$ cat config.mk
export PLATFORM = sky130hd
export DESIGN_NAME = slot_allocator
export DESIGN_NICKNAME = d
export VERILOG_FILES = /design/src/rtl/slot_allocator.sv
export SDC_FILE = /design/constraint.sdc
export NUM_CORES = 1
export LEC_CHECK = 0
export ABC_AREA = 0
export CORE_ASPECT_RATIO = 0.8
export CORE_MARGIN = 2
export CORE_UTILIZATION = 53
export CTS_CLUSTER_DIAMETER = 150
export CTS_CLUSTER_SIZE = 14
export DETAILED_ROUTE_END_ITERATION = 12
export PLACE_DENSITY = 0.84
export SLEW_MARGIN = 20
export SYNTH_ARGS = -nofsm -noshare
export SYNTH_HDL_FRONTEND = slang
export SYNTH_SLANG_ARGS = --single-unit
$ cat constraint.sdc
create_clock -name clk_i -period 8.1 [get_ports clk_i]
set_input_delay 1.62 -clock clk_i [delete_from_list [all_inputs] [get_ports clk_i]]
set_output_delay 1.62 -clock clk_i [all_outputs]
set_load 0.01 [all_outputs]
$ cat src/rtl/slot_allocator.sv
// Busy/free tracker for NUM_SLOT slots; offers the lowest-numbered free slot each cycle.
// Optional same-cycle offer of a released slot when full: define SLOT_ALLOCATOR_FREE_BYPASS_EN.
module slot_allocator #(
    parameter int NUM_SLOT = 16,
    localparam int IW = $clog2(NUM_SLOT),
    localparam int CW = $clog2(NUM_SLOT + 1)
) (
    input  logic                clk_i,
    input  logic                arst_i,
    input  logic                flush_i,
    input  logic                alloc_ready_i,
    output logic                alloc_valid_o,
    output logic [IW-1:0]       alloc_idx_o,
    input  logic                free_valid_i,
    input  logic [IW-1:0]       free_idx_i,
    output logic [NUM_SLOT-1:0] busy_o,
    output logic [CW-1:0]       free_count_o,
    output logic                err_o
);

    logic [NUM_SLOT-1:0] busy_q, busy_d;
    logic [CW-1:0]       free_count_q, free_count_d;
    logic                err_q, err_d;

    logic [IW-1:0] lowest_idx;
    logic          any_free;
    logic          in_range;
    logic          free_ok;
    logic          bypass;
    logic          alloc_fire;
    logic          free_fire;
    logic          bad_ready;

    // Scan downward so the last assignment wins with the lowest free index.
    always_comb begin
        lowest_idx = '0;
        for (int i = NUM_SLOT - 1; i >= 0; i--) begin
            if (!busy_q[i]) lowest_idx = IW'(i);
        end
    end

    assign any_free = ~&busy_q;
    assign in_range = ({1'b0, free_idx_i} < (IW + 1)'(NUM_SLOT));
    assign free_ok  = free_valid_i && in_range && busy_q[free_idx_i];

`ifdef SLOT_ALLOCATOR_FREE_BYPASS_EN
    assign bypass    = !any_free && free_ok;
    assign bad_ready = alloc_ready_i && !alloc_valid_o && !free_valid_i;
`else
    assign bypass    = 1'b0;
    assign bad_ready = alloc_ready_i && !alloc_valid_o;
`endif

    assign alloc_valid_o = any_free || bypass;
    assign alloc_idx_o   = bypass ? free_idx_i : lowest_idx;
    assign alloc_fire    = alloc_valid_o && alloc_ready_i;
    assign free_fire     = free_ok;

    // Release clears before allocation sets, so a bypassed slot ends up busy again.
    always_comb begin
        busy_d       = busy_q;
        free_count_d = free_count_q;
        err_d        = err_q;
        if (flush_i) begin
            busy_d       = '0;
            free_count_d = CW'(NUM_SLOT);
        end else begin
            if (free_fire)  busy_d[free_idx_i]  = 1'b0;
            if (alloc_fire) busy_d[alloc_idx_o] = 1'b1;
            free_count_d = free_count_q + CW'(free_fire) - CW'(alloc_fire);
            if ((free_valid_i && !free_ok) || bad_ready) err_d = 1'b1;
        end
    end

    always_ff @(posedge clk_i or posedge arst_i) begin
        if (arst_i) begin
            busy_q       <= '0;
            free_count_q <= CW'(NUM_SLOT);
            err_q        <= 1'b0;
        end else begin
            busy_q       <= busy_d;
            free_count_q <= free_count_d;
            err_q        <= err_d;
        end
    end

    assign busy_o       = busy_q;
    assign free_count_o = free_count_q;
    assign err_o        = err_q;

endmodule

; Yosys cells after proc, flatten, opt, wreduce, memory -nomap -nowiden
; Cells that the tools add are included.
; Widths: inputs -> output; s select.
[totals]
ff_bits = 22
out_inout_bits = 27
[classes]
addsub = 2
order_cmp = 4
n_mux = 27
bitwise = 4
reduce_logical = 11
[op_table]
columns = cell, n
row1 = $mux 16, 4
row2 = $mux 4, 16
row3 = $and 16x16->16, 1
row4 = $not 16->16, 1
row5 = $or 16x16->16, 1
row6 = $reduce_and 16->1, 1
row7 = $lt 4x5->1 const B, 2
row8 = $demux 1 s4, 2
row9 = $ge 4x1->1 const B, 2
row10 = $logic_and 1x1->1, 6
row11 = $add 5x1->5, 1
row12 = $mux 5, 1
row13 = $sub 5x1->5, 1
row14 = $bmux 1 s4, 1
row15 = $mux 1, 3
row16 = $logic_not 1->1, 2
row17 = $reduce_and 2->1, 1
row18 = $logic_or 1x1->1, 1
row19 = $not 1->1, 1

; Depth between registers and ports, before layout
; Gate-level depths: netlist of run 1.
[depth]
depth_word = 23
depth_mapped = 14
ltp_nobuf = 13

; Least setup slack after synthesis of run 1
; OpenSTA, ideal clock, no wires.
[synth_timing]
path_kind = input -> register
from = input port free_idx_i[1]
to = register free_count_q[4] (netlist: free_count_o[4])
arrival_ns = 3.845
path_slack_ns = 4.164
cell_stages = 14
path_cell_list = buf_6 -> clkbuf_1 -> mux2i_1 -> nand3_1 -> and4_1 -> o21ai_1 -> ha_1 -> inv_1 -> ha_1 -> fa_1 -> a21o_1 -> a21oi_1 -> xnor2_1 -> nand2_1
[synth_between]
elab_chain_cells = 6
[synth_lines]
columns = element, line
row1 = from (decl), 15  ; input logic [IW-1:0] free_idx_i,
row2 = $bmux 1 s4, 44  ; assign free_ok = free_valid_i && in_range && busy_q[free_idx_i];
row3 = $mux 1 (not written as such), 44
row4 = $logic_and 1x1->1, 44
row5 = $add 5x1->5, 70  ; free_count_d = free_count_q + CW'(free_fire) - CW'(alloc_fire);
row6 = $sub 5x1->5, 70
row7 = $mux 5, 64  ; if (flush_i) begin
row8 = net free_count_d[4], 22  ; logic [CW-1:0] free_count_q, free_count_d;
row9 = to (signal assigned), 78  ; free_count_q <= CW'(NUM_SLOT);
row10 = to (signal assigned), 82  ; free_count_q <= free_count_d;
row11 = to (decl), 22
; The timed path passes the listed nets, and every way through them passes these cells. The select of a mux whose other input is x is not followed.
; A chain may end at the register's enable or synchronous reset.

; Final worst setup path of run 1
; Ends and elaborated chain as after synthesis.

==> results of run 1 <==
worst min-delay path, stage by stage (launching register included):
cell and delay (ps):
dfrtp_1 370, a21oi_1 50, o41ai_1 60
layer usage:
| layer | vias to the layer above | share of wire (%) | GRT usage (%) |
|---|---|---|---|
| met5 | - | 0 | 0 |
| met4 | 0 | 0.74 | 4.35 |
| met3 | 6 | 11 | 6.06 |
| met2 | 111 | 45 | 45.7 |
| met1 | 718 | 43 | 42.0 |
| li1 | 696 | - | - |
sequential cells by signal, summed over array words and instances, names as in the netlist:
| signal | flops |
|---|---|
| err_o | 1 |
| busy_o | 16 |
| free_count_o | 5 |
Yosys cell counts (all sizes together):
master / count
a31oi: 2
nand2b: 4
dfstp: 1
o31ai: 6
o2111ai: 1
and4: 1
a311oi: 2
ha: 5
o21ai: 10
mux2i: 2
dfrtp: 21
mux4: 2
o211ai: 7
inv: 13
o41ai: 1
or4: 1
nand3: 14
or3b: 1
buf: 4
nor4: 1
a2111oi: 1
nand2: 16
and3: 1
fa: 1
nor2b: 9
a21boi: 2
a21o: 2
clkbuf: 4
xor2: 2
a21oi: 7
nand4: 6
nor3: 2
xnor2: 2
o21a: 1
or3: 1
and2: 3
nor2: 8
or4b: 1
o311ai: 3
a211o: 1
cells in the final DEF (no fill, tap or decap), drive strengths merged, types with 2 or more instances in the layout:
cell           synthesis  routed
o21ai                 10      10
clkdlybuf4s50          0      35
inv                   13      13
xnor2                  2       2
nor2b                  9       9
a21oi                  7       7
a21o                   2       2
mux4                   2       2
o211ai                 7       7
mux2i                  2       2
xor2                   2       2
a311oi                 2       2
o311ai                 3       3
nor2                   8       8
nor3                   2       2
o31ai                  6       6
nand3                 14      14
ha                     5       5
nand4                  6       6
clkbuf                 4       4
a31oi                  2       2
dfrtp                 21      21
a21boi                 2       2
and2                   3       3
nand2b                 4       4
nand2                 16      16
worst min path at each step:
stage | slack, ps | cells past startpoint | start | to
2_1_floorplan | 500 | 2 | err_o$_DFFE_PP0P_ | err_o$_DFFE_PP0P_
3_3_place_gp | 470 | 2 | err_o$_DFFE_PP0P_ | err_o$_DFFE_PP0P_
3_5_place_dp | 470 | 2 | err_o$_DFFE_PP0P_ | err_o$_DFFE_PP0P_
4_1_cts | 510 | 2 | err_o$_DFFE_PP0P_ | err_o$_DFFE_PP0P_
5_1_grt | 540 | 2 | err_o$_DFFE_PP0P_ | err_o$_DFFE_PP0P_
6_report | 520 | 2 | err_o$_DFFE_PP0P_ | err_o$_DFFE_PP0P_
area by class of cell:
cell class	instances	area, sq um	area share, %
sequential	22	552	28.9
timing repair buffer	35	350	18.3
multi-input combinational	129	886	46.4
tap	38	47.5	2.49
clock buffer	4	26.3	1.38
inverter	13	48.8	2.55
cell families (layout without fill, tap and decap cells):
family / Yosys count / after routing / share of synthesized area (%)
AND/OR/NAND/NOR: 69 / 69 / 25.0
AO/OA/AOI/OAI: 46 / 46 / 21.0
flip-flops: 22 / 22 / 36.1
buffers and inverters: 21 / 52 / 5.90
adder cells (fa/ha/maj): 6 / 6 / 5.41
XOR/XNOR: 4 / 4 / 2.29
multiplexers: 4 / 4 / 4.26
power by group through the flow:
stage          clock network [mW]  logic, mW  registers (mW)
2_1_floorplan                   0     0.0634           0.134
3_3_place_gp                    0     0.0996           0.131
3_5_place_dp                    0      0.103           0.132
4_1_cts                    0.0551      0.104           0.130
5_1_grt                    0.0580      0.115           0.132
6_report                   0.0541      0.103           0.130
==> flow_summary.toml, run 1 <==
[route]
vias = 1531
drtIter0Drc = 177
drc = 0
drtAntennaViolNets = 0
first_pass_iters = 4
postRouteWirelength_mm = 4.32
via_per_inst = 6.35
avgRoutedWirePerCell_microns = 17.9

[die]
core_sq_mm = 0.00274
pin_count = 36
rows = 17
dieArea_sq_mm = 0.00333
fp.dieW_microns = 64.0
die_h_microns = 52.0
start_util_pct = 55.7

[layout]
syn_to_final_growth_pct = 25.1
nFillCells = 217
design_area_sq_mm = 0.00191
instances_no_fill = 241
diodes = 0
fin_util_pct = 69.6
drive_gt1_share_pct = 5.91
nets = 219

[power]
switching_share_pct = 33.2
clock_power_share_pct = 18.8
total_power_mw = 0.288
p_comb_share_pct = 35.9
peakVddDrop_mv = 0.159
leakage_nw = 0.728
cell_internal_pwr_mw = 0.192
seq_power_share_pct = 45.3
switchingPower_mw = 0.0953
power_density_mw_per_mm2 = 150

[setup_path]
crit_fanout = 16
crit_slowest_cell = "clkdlybuf4s50_1"
r2r_slack_ps = 5130
cp_slowest_stage_delay_ps = 850
cp-end-kind = "flop"
required_ps = 8350
critPathLaunch = "free_idx_i[1]"
worst_ep_arrival_time_ps = 4720
cp.depth = 13
path_buf_inv = 2
crit_family = "buffers and inverters"
reg2reg_to = "free_count_o[4]$_DFF_PP1_"
path_class = "input pin to flop"
rr_worst_depth = 11
worstSetupStartpointType = "input pin"
endpoint = "free_count_o[4]$_DFF_PP1_"
path_cells = "clkdlybuf4s50_1 -> mux4_2 -> nand2_1 -> a21oi_1 -> o21ai_1 -> ha_1 -> inv_1 -> ha_1 -> fa_1 -> a21o_1 -> a21oi_1 -> xnor2_1 -> nand2_1"
r2r_start = "busy_o[8]$_DFF_PP0_"

[clocking]
cts.htree.levels = 1
cts-buffers-inserted = 3
clkSinkCount = 22
cts_hold_buf = 0
clock_latency_ps = 320
post_cts_buffers = 0
root_buffer = "clkbuf_4"
cts_tree = "done"
ctsResizeCount = 0
cts_buffer_depth = 2
path_clk_slew_ps = 130

[timing]
setup_viol = 0
fin_crit_ps = 4460
fin_ws_ps = 3640
final_max_slew_viol_count = 0
worst_pin_slew_ps = 853
fin_skew_ps = 9.34
rsz0062_at_grt = "no"
slew_headroom_pct = 43.1
hold_violations = 0
hold_slack_ps = 516
fmax_mhz = 224
finalSetupTns_ps = 0
timing.final.crit_share_pct = 55.1

[logic_synthesis]
synth.ff_latch_count = 22
synth_warnings = 0
synth_cell_type_count = 46
synth_area_leader_cell = "dfrtp_1"
netlist_area_sq_mm = 0.00153
yosysTopAreaCellShare_pct = 34.4
syn-num-nets = 187
syn_area_per_cell_sq_um = 8.88
synth_cells = 172
ys_top_cells_by_area = "dfrtp_1 (34%), nand3_1 (4.3%), ha_1 (4.1%)"
synth_seq_area_share_pct = 36.1

[run_status]
outcome = "finished clean"

[placed_design]
post-place-ws_ps = 3300
gp_congestion = 0.938
port_buffers = 35
place_inst = 237
placed_area_sq_mm = 0.00188
hpwl_mm = 3.27

[hold_path]
hold_path_class = "flop to flop"

[grt]
first_global_vias = 1407
grt_antenna_before_repair = 0
grt.total_usage_pct = 29.0
grt_pass1_wl_mm = 7.27
grt-ovfl-total = 0
grt_max_degree = 23

[run]
maxCapViolations = 0
No activity file was read; power rests on OpenSTA's default activity.
==> run 2, diff against run 1 <==
--- a/config.mk
+++ b/config.mk
@@ -8,11 +8,11 @@
 export ABC_AREA = 0
 export CORE_ASPECT_RATIO = 0.8
 export CORE_MARGIN = 2
-export CORE_UTILIZATION = 53
+export CORE_UTILIZATION = 50
 export CTS_CLUSTER_DIAMETER = 150
 export CTS_CLUSTER_SIZE = 14
 export DETAILED_ROUTE_END_ITERATION = 12
-export PLACE_DENSITY = 0.84
+export PLACE_DENSITY = 0.8
 export SLEW_MARGIN = 20
 export SYNTH_ARGS = -nofsm -noshare
 export SYNTH_HDL_FRONTEND = slang
==> constraint.sdc (replaced) <==
create_clock -name clk_i -period 4.2 [get_ports clk_i]
set_input_delay 0.84 -clock clk_i [delete_from_list [all_inputs] [get_ports clk_i]]
set_output_delay 0.84 -clock clk_i [all_outputs]
set_load 0.01 [all_outputs]
==> run 2 against run 1 <==
Compared with the run above: routed wire length grew 0.30%; clock skew decreased by 4.3 ps; critical endpoint unchanged; power grew 130%.
==> flow_summary.toml, run 2 (same netlist as run 1, synthesis figures left out) <==
[timing]
fin_ws_ps = 525
setup_viol = 0
fmax_mhz = 272
timing.final.crit_share_pct = 87.5
final_max_slew_viol_count = 0
fin_skew_ps = 5.06
slew_headroom_pct = 42.2
rsz0062_at_grt = "no"
fin_crit_ps = 3680
worst_pin_slew_ps = 867
finalSetupTns_ps = 0
hold_violations = 0

[setup_path]
crit_family = "buffers and inverters"
cp_slowest_stage_delay_ps = 750
crit_fanout = 11
path_cells = "clkdlybuf4s50_1 -> mux4_2 -> nand2_1 -> a21oi_1 -> o21ai_1 -> ha_1 -> inv_1 -> ha_1 -> fa_1 -> a21o_1 -> a21oi_1 -> xnor2_1 -> nand2_1"
path_buf_inv = 2
crit_slowest_cell = "clkdlybuf4s50_1"
path_class = "input pin to flop"
worst_ep_arrival_time_ps = 3860
r2r_slack_ps = 1200
cp-end-kind = "flop"
worstSetupStartpointType = "input pin"
required_ps = 4380

[clocking]
clkSinkCount = 22
cts-buffers-inserted = 3
clock_latency_ps = 270
cts_tree = "done"
cts_hold_buf = 0
cts_buffer_depth = 2
path_clk_slew_ps = 90
ctsResizeCount = 0
root_buffer = "clkbuf_8"
post_cts_buffers = 0
cts.htree.levels = 1

[die]
core_sq_mm = 0.00283
rows = 17
fp.dieW_microns = 65.8
pin_count = 36
start_util_pct = 54.0
die_h_microns = 53.4
dieArea_sq_mm = 0.00352

[grt]
grt.total_usage_pct = 27.9
grt_max_degree = 23
grt_antenna_before_repair = 0
grt-ovfl-total = 0
first_global_vias = 1429
grt_pass1_wl_mm = 7.18

[layout]
final_cell_mix = "clkdlybuf4s50_1 (35), dfrtp_1 (21), nand2_1 (16)"
mostFrequentLayoutCell = "clkdlybuf4s50_1"
largest_reg_flops = 16
syn_to_final_growth_pct = 29.0
diodes = 0
nFillCells = 240
nets = 221
drive_gt1_share_pct = 7.32

[route]
drtAntennaViolNets = 0
drtIter0Drc = 143
first_pass_iters = 5
postRouteWirelength_mm = 4.33
drc = 0
vias = 1482
avgRoutedWirePerCell_microns = 17.8
via_per_inst = 6.10

[placed_design]
gp_congestion = 0.973
hpwl_mm = 3.23
port_buffers = 35
post-place-ws_ps = 283

[power]
peakVddDrop_mv = 0.361
power_density_mw_per_mm2 = 330
leakage_nw = 0.758

[hold_path]
hold_path_class = "flop to flop"

[run_status]
outcome = "finished clean"

[run]
maxCapViolations = 0
## run 2: changes by cell type in the layout (fill, tap and decap cells not counted), sizes merged
cell	change
clkbuf	-1
bufinv	+1
buf	+2
## run 2: through the flow
stage          hold slack, ps  power (mW)  std cells  area [sq um]  utilization, %
2_1_floorplan             504       0.381        172          1530               -
3_3_place_gp              478       0.444        239          1900            67.1
3_5_place_dp              507       0.454        239          1900            67.1
4_1_cts                   529       0.653        243          1970            69.7
5_1_grt                   563       0.688        243          1970            69.7
6_report                  545       0.651        243          1970            69.7
## run 2: final cells by class
cell class / instances / area (sq um) / area share, %
clock buffers: 3 / 41.3 / 2.10
clock inverters: 1 / 30.0 / 1.52
inverters: 13 / 48.8 / 2.48
multi-input cells: 129 / 886 / 45.0
flip-flops and latches: 22 / 552 / 28.0
well taps: 38 / 47.5 / 2.41
repair buffers: 37 / 365 / 18.5
## run 2: worst min-delay path, cell delays in order (launching register included)
cell,delay (ps)
dfrtp_1,380
a21oi_1,60
o41ai_1,70
## run 2: final timing paths
kind | startpoint | endpoint | cells after the start
setup / recovery | free_idx_i[1] | free_count_o[4]$_DFF_PP1_ | 13
hold / removal | err_o$_DFFE_PP0P_ | err_o$_DFFE_PP0P_ | 2
setup reg to reg | busy_o[10]$_DFF_PP0_ | free_count_o[4]$_DFF_PP1_ | 11
hold reg to reg | err_o$_DFFE_PP0P_ | err_o$_DFFE_PP0P_ | 2
max in group asynchronous | arst_i | err_o$_DFFE_PP0P_ | 2
min in group asynchronous | arst_i | busy_o[10]$_DFF_PP0_ | 2
## run 2: metal layers
metal  vias to the layer above  wire (microns)  GRT usage, %
met4                         0              43          6.60
met5                         -               0             0
li1                        699               -             -
met3                         6             405          5.11
met1                       690            1990          41.1
met2                        87            1890          42.3
## run 2: report_power, final
| part | total, mW | switching [mW] | internal, mW |
|---|---|---|---|
| sequential | 0.249 | 0.0166 | 0.233 |
| combinational | 0.202 | 0.0995 | 0.102 |
| clock | 0.200 | 0.0726 | 0.127 |
==> run 3, diff against run 2 <==
--- a/config.mk
+++ b/config.mk
@@ -5,7 +5,7 @@
 export SDC_FILE = /design/constraint.sdc
 export NUM_CORES = 1
 export LEC_CHECK = 0
-export ABC_AREA = 0
+export ABC_AREA = 1
 export CORE_ASPECT_RATIO = 0.8
 export CORE_MARGIN = 2
 export CORE_UTILIZATION = 50
==> run 3 against run 2 <==
Compared with the run above: first-iteration DRC count rose by 8.4%; highest routed layer unchanged; synthesized cell count rose by 20%; non-clock buffer count fell by 1; via count rose by 7.4%; combinational power fell by 24%; critical endpoint unchanged; critical path depth rose by 4; core utilization fell by 0.57 points; die area rose by 0.30%; clock power fell by 28%; register-to-register slack improved by 390 ps; routed wire length fell by 6.7%; cell count rose by 15%.
==> flow_summary.toml, run 3 <==
[timing]
slew_headroom_pct = 44.0
setup_viol = 0
hold_violations = 0
rsz0062_at_grt = "no"
finalSetupTns_ps = 0
worst_pin_slew_ps = 839
fin_skew_ps = 5.05
fin_crit_ps = 3570
fmax_mhz = 280
timing.final.crit_share_pct = 85.1
final_max_slew_viol_count = 0
fin_ws_ps = 626

[setup_path]
path_buf_inv = 3
crit_family = "simple AND/OR/NAND/NOR gates"
cp-end-kind = "flop"
crit_fanout = 8
crit_top_cell = "nand2_1"
path_class = "input pin to flop"
crit_slowest_cell = "clkdlybuf4s50_1"
worst_ep_arrival_time_ps = 3770
path_cells = "clkdlybuf4s50_1 -> inv_1 -> nor2_1 -> a22oi_1 -> nand2_1 -> nand2_1 -> nand4_2 -> nand2_2 -> ha_1 -> inv_1 -> ha_1 -> fa_1 -> nand2_1 -> nand2_1 -> a21oi_1 -> a21oi_1 -> o21ai_0"
required_ps = 4400
worstSetupStartpointType = "input pin"
cp_slowest_stage_delay_ps = 510

[power]
p_comb_share_pct = 28.3
peakVddDrop_mv = 0.208
switchingPower_mw = 0.174
clock_power_share_pct = 26.3
power_density_mw_per_mm2 = 278
switching_share_pct = 32.1
leakage_nw = 0.807
cell_internal_pwr_mw = 0.369
seq_power_share_pct = 45.4

[clocking]
cts_hold_buf = 0
post_cts_buffers = 0
cts_buffer_depth = 2
root_buffer = "clkbuf_8"
cts-buffers-inserted = 3
clkSinkCount = 22
clock_latency_ps = 270
cts_tree = "done"
ctsResizeCount = 0
cts.htree.levels = 1
path_clk_slew_ps = 80

[route]
postRouteWirelength_mm = 4.04
vias = 1592
first_pass_iters = 5
avgRoutedWirePerCell_microns = 14.5
drc = 0
via_per_inst = 5.71
drtAntennaViolNets = 0
drtIter0Drc = 155

[grt]
grt_pass1_wl_mm = 6.47
grt_max_degree = 23
grt.total_usage_pct = 24.6
grt_antenna_before_repair = 0
first_global_vias = 1402
grt-ovfl-total = 0

[logic_synthesis]
ys_top_cells_by_area = "dfrtp_1 (34%), nand2_1 (12%), inv_1 (6.4%)"
synth.ff_latch_count = 22
synth_warnings = 0
synth_seq_area_share_pct = 36.0
ys.flop_type = "dfrtp_1"
synth_common_cells = "nand2_1 (47), inv_1 (26), dfrtp_1 (21)"
syn-num-nets = 221
synth-edff-count = 0
synthArstFlopShare_pct = 100
yosysMostFrequentCell = "nand2_1"
yosysTopAreaCellShare_pct = 34.3
netlist_area_sq_mm = 0.00153
synth_cell_type_count = 30
syn_area_per_cell_sq_um = 7.44
synth_cells = 206
synth_area_leader_cell = "dfrtp_1"

[placed_design]
gp_congestion = 0.949
post-place-ws_ps = 420
hpwl_mm = 2.93
port_buffers = 35

[die]
dieArea_sq_mm = 0.00353
pin_count = 36
start_util_pct = 54.2
core_sq_mm = 0.00283
fp.dieW_microns = 65.9
rows = 17
die_h_microns = 53.5

[layout]
diodes = 0
drive_gt1_share_pct = 7.05
mostFrequentLayoutCell = "nand2_1"
largest_reg_flops = 16
nFillCells = 244
final_cell_mix = "nand2_1 (47), clkdlybuf4s50_1 (35), inv_1 (26)"
syn_to_final_growth_pct = 27.5
nets = 257

[run]
maxCapViolations = 0

[hold_path]
hold_path_class = "flop to flop"

[run_status]
outcome = "finished clean"
run 3: changes by cell type in the layout (fill, tap and decap cells not counted), moves of 5 or more:
cell	before	now
nand2_1	16	47
nor2b_1	8	0
a21oi_1	7	19
nor2_1	8	14
o21ai_0	1	6
inv_1	13	26
a22oi_1	0	8
o211ai_1	7	0
run 3: path summary, 6_finish.rpt:
kind	to	slack (ps)	depth (start not counted)	start
min in group asynchronous	free_count_o[1]$_DFF_PP0_	1020	2	arst_i
worst max-delay path	free_count_o[4]$_DFF_PP1_	630	17	free_idx_i[1]
worst min register to register	err_o$_DFFE_PP0P_	470	1	err_o$_DFFE_PP0P_
worst max register to register	free_count_o[4]$_DFF_PP1_	1590	12	busy_o[2]$_DFF_PP0_
worst min-delay path	err_o$_DFFE_PP0P_	470	1	err_o$_DFFE_PP0P_
max in group asynchronous	busy_o[14]$_DFF_PP0_	2650	2	arst_i
run 3: cells by family (layout without fill, tap and decap cells):
| logic type | after synthesis | in the layout | share of synthesized area (%) |
|---|---|---|---|
| adders and majority gates | 6 | 6 | 5.39 |
| buffers and inverters | 31 | 66 | 8.24 |
| DFF | 22 | 22 | 36.0 |
| AOI/OAI and AO/OA | 49 | 49 | 18.7 |
| and+or+nand+nor | 96 | 96 | 30.5 |
| xor gates and xnor gates | 2 | 2 | 1.14 |
run 3: layout make-up:
cell class | instances | area (sq um) | area share (%)
Multi-Input combinational cell | 153 | 855 | 43.7
Sequential cell | 22 | 552 | 28.2
Timing Repair Buffer | 36 | 358 | 18.3
Inverter | 26 | 97.6 | 4.99
Tap cell | 38 | 47.5 | 2.43
Clock buffer | 4 | 45.0 | 2.30
run 3: metal layers:
layer  routed length [microns]  global-route usage (%)  share of wire (%)
met2                      1670                    35.0                 41
met3                       449                    5.32                 11
met5                         0                       0                  0
met4                        39                    5.90               0.97
met1                      1880                    37.6                 47
run 3: stage by stage:
stage,util (%),cells,power [mW],hold WS [ps],cell area [sq um]
final,69.1,279,0.543,467,1950
after global routing,69.1,279,0.573,496,1950
after CTS,69.1,279,0.544,478,1950
after detailed placement,67.5,275,0.404,447,1910
after global placement,67.5,275,0.402,450,1910
after floorplan,-,206,0.342,493,1530
run 3: power by group through the flow:
stage | Sequential [mW] | Combinational (mW) | Clock, mW
after global placement | 0.250 | 0.152 | 0
final | 0.246 | 0.154 | 0.143
after CTS | 0.246 | 0.154 | 0.144
after detailed placement | 0.250 | 0.154 | 0
after global routing | 0.248 | 0.174 | 0.151
after floorplan | 0.252 | 0.0893 | 0
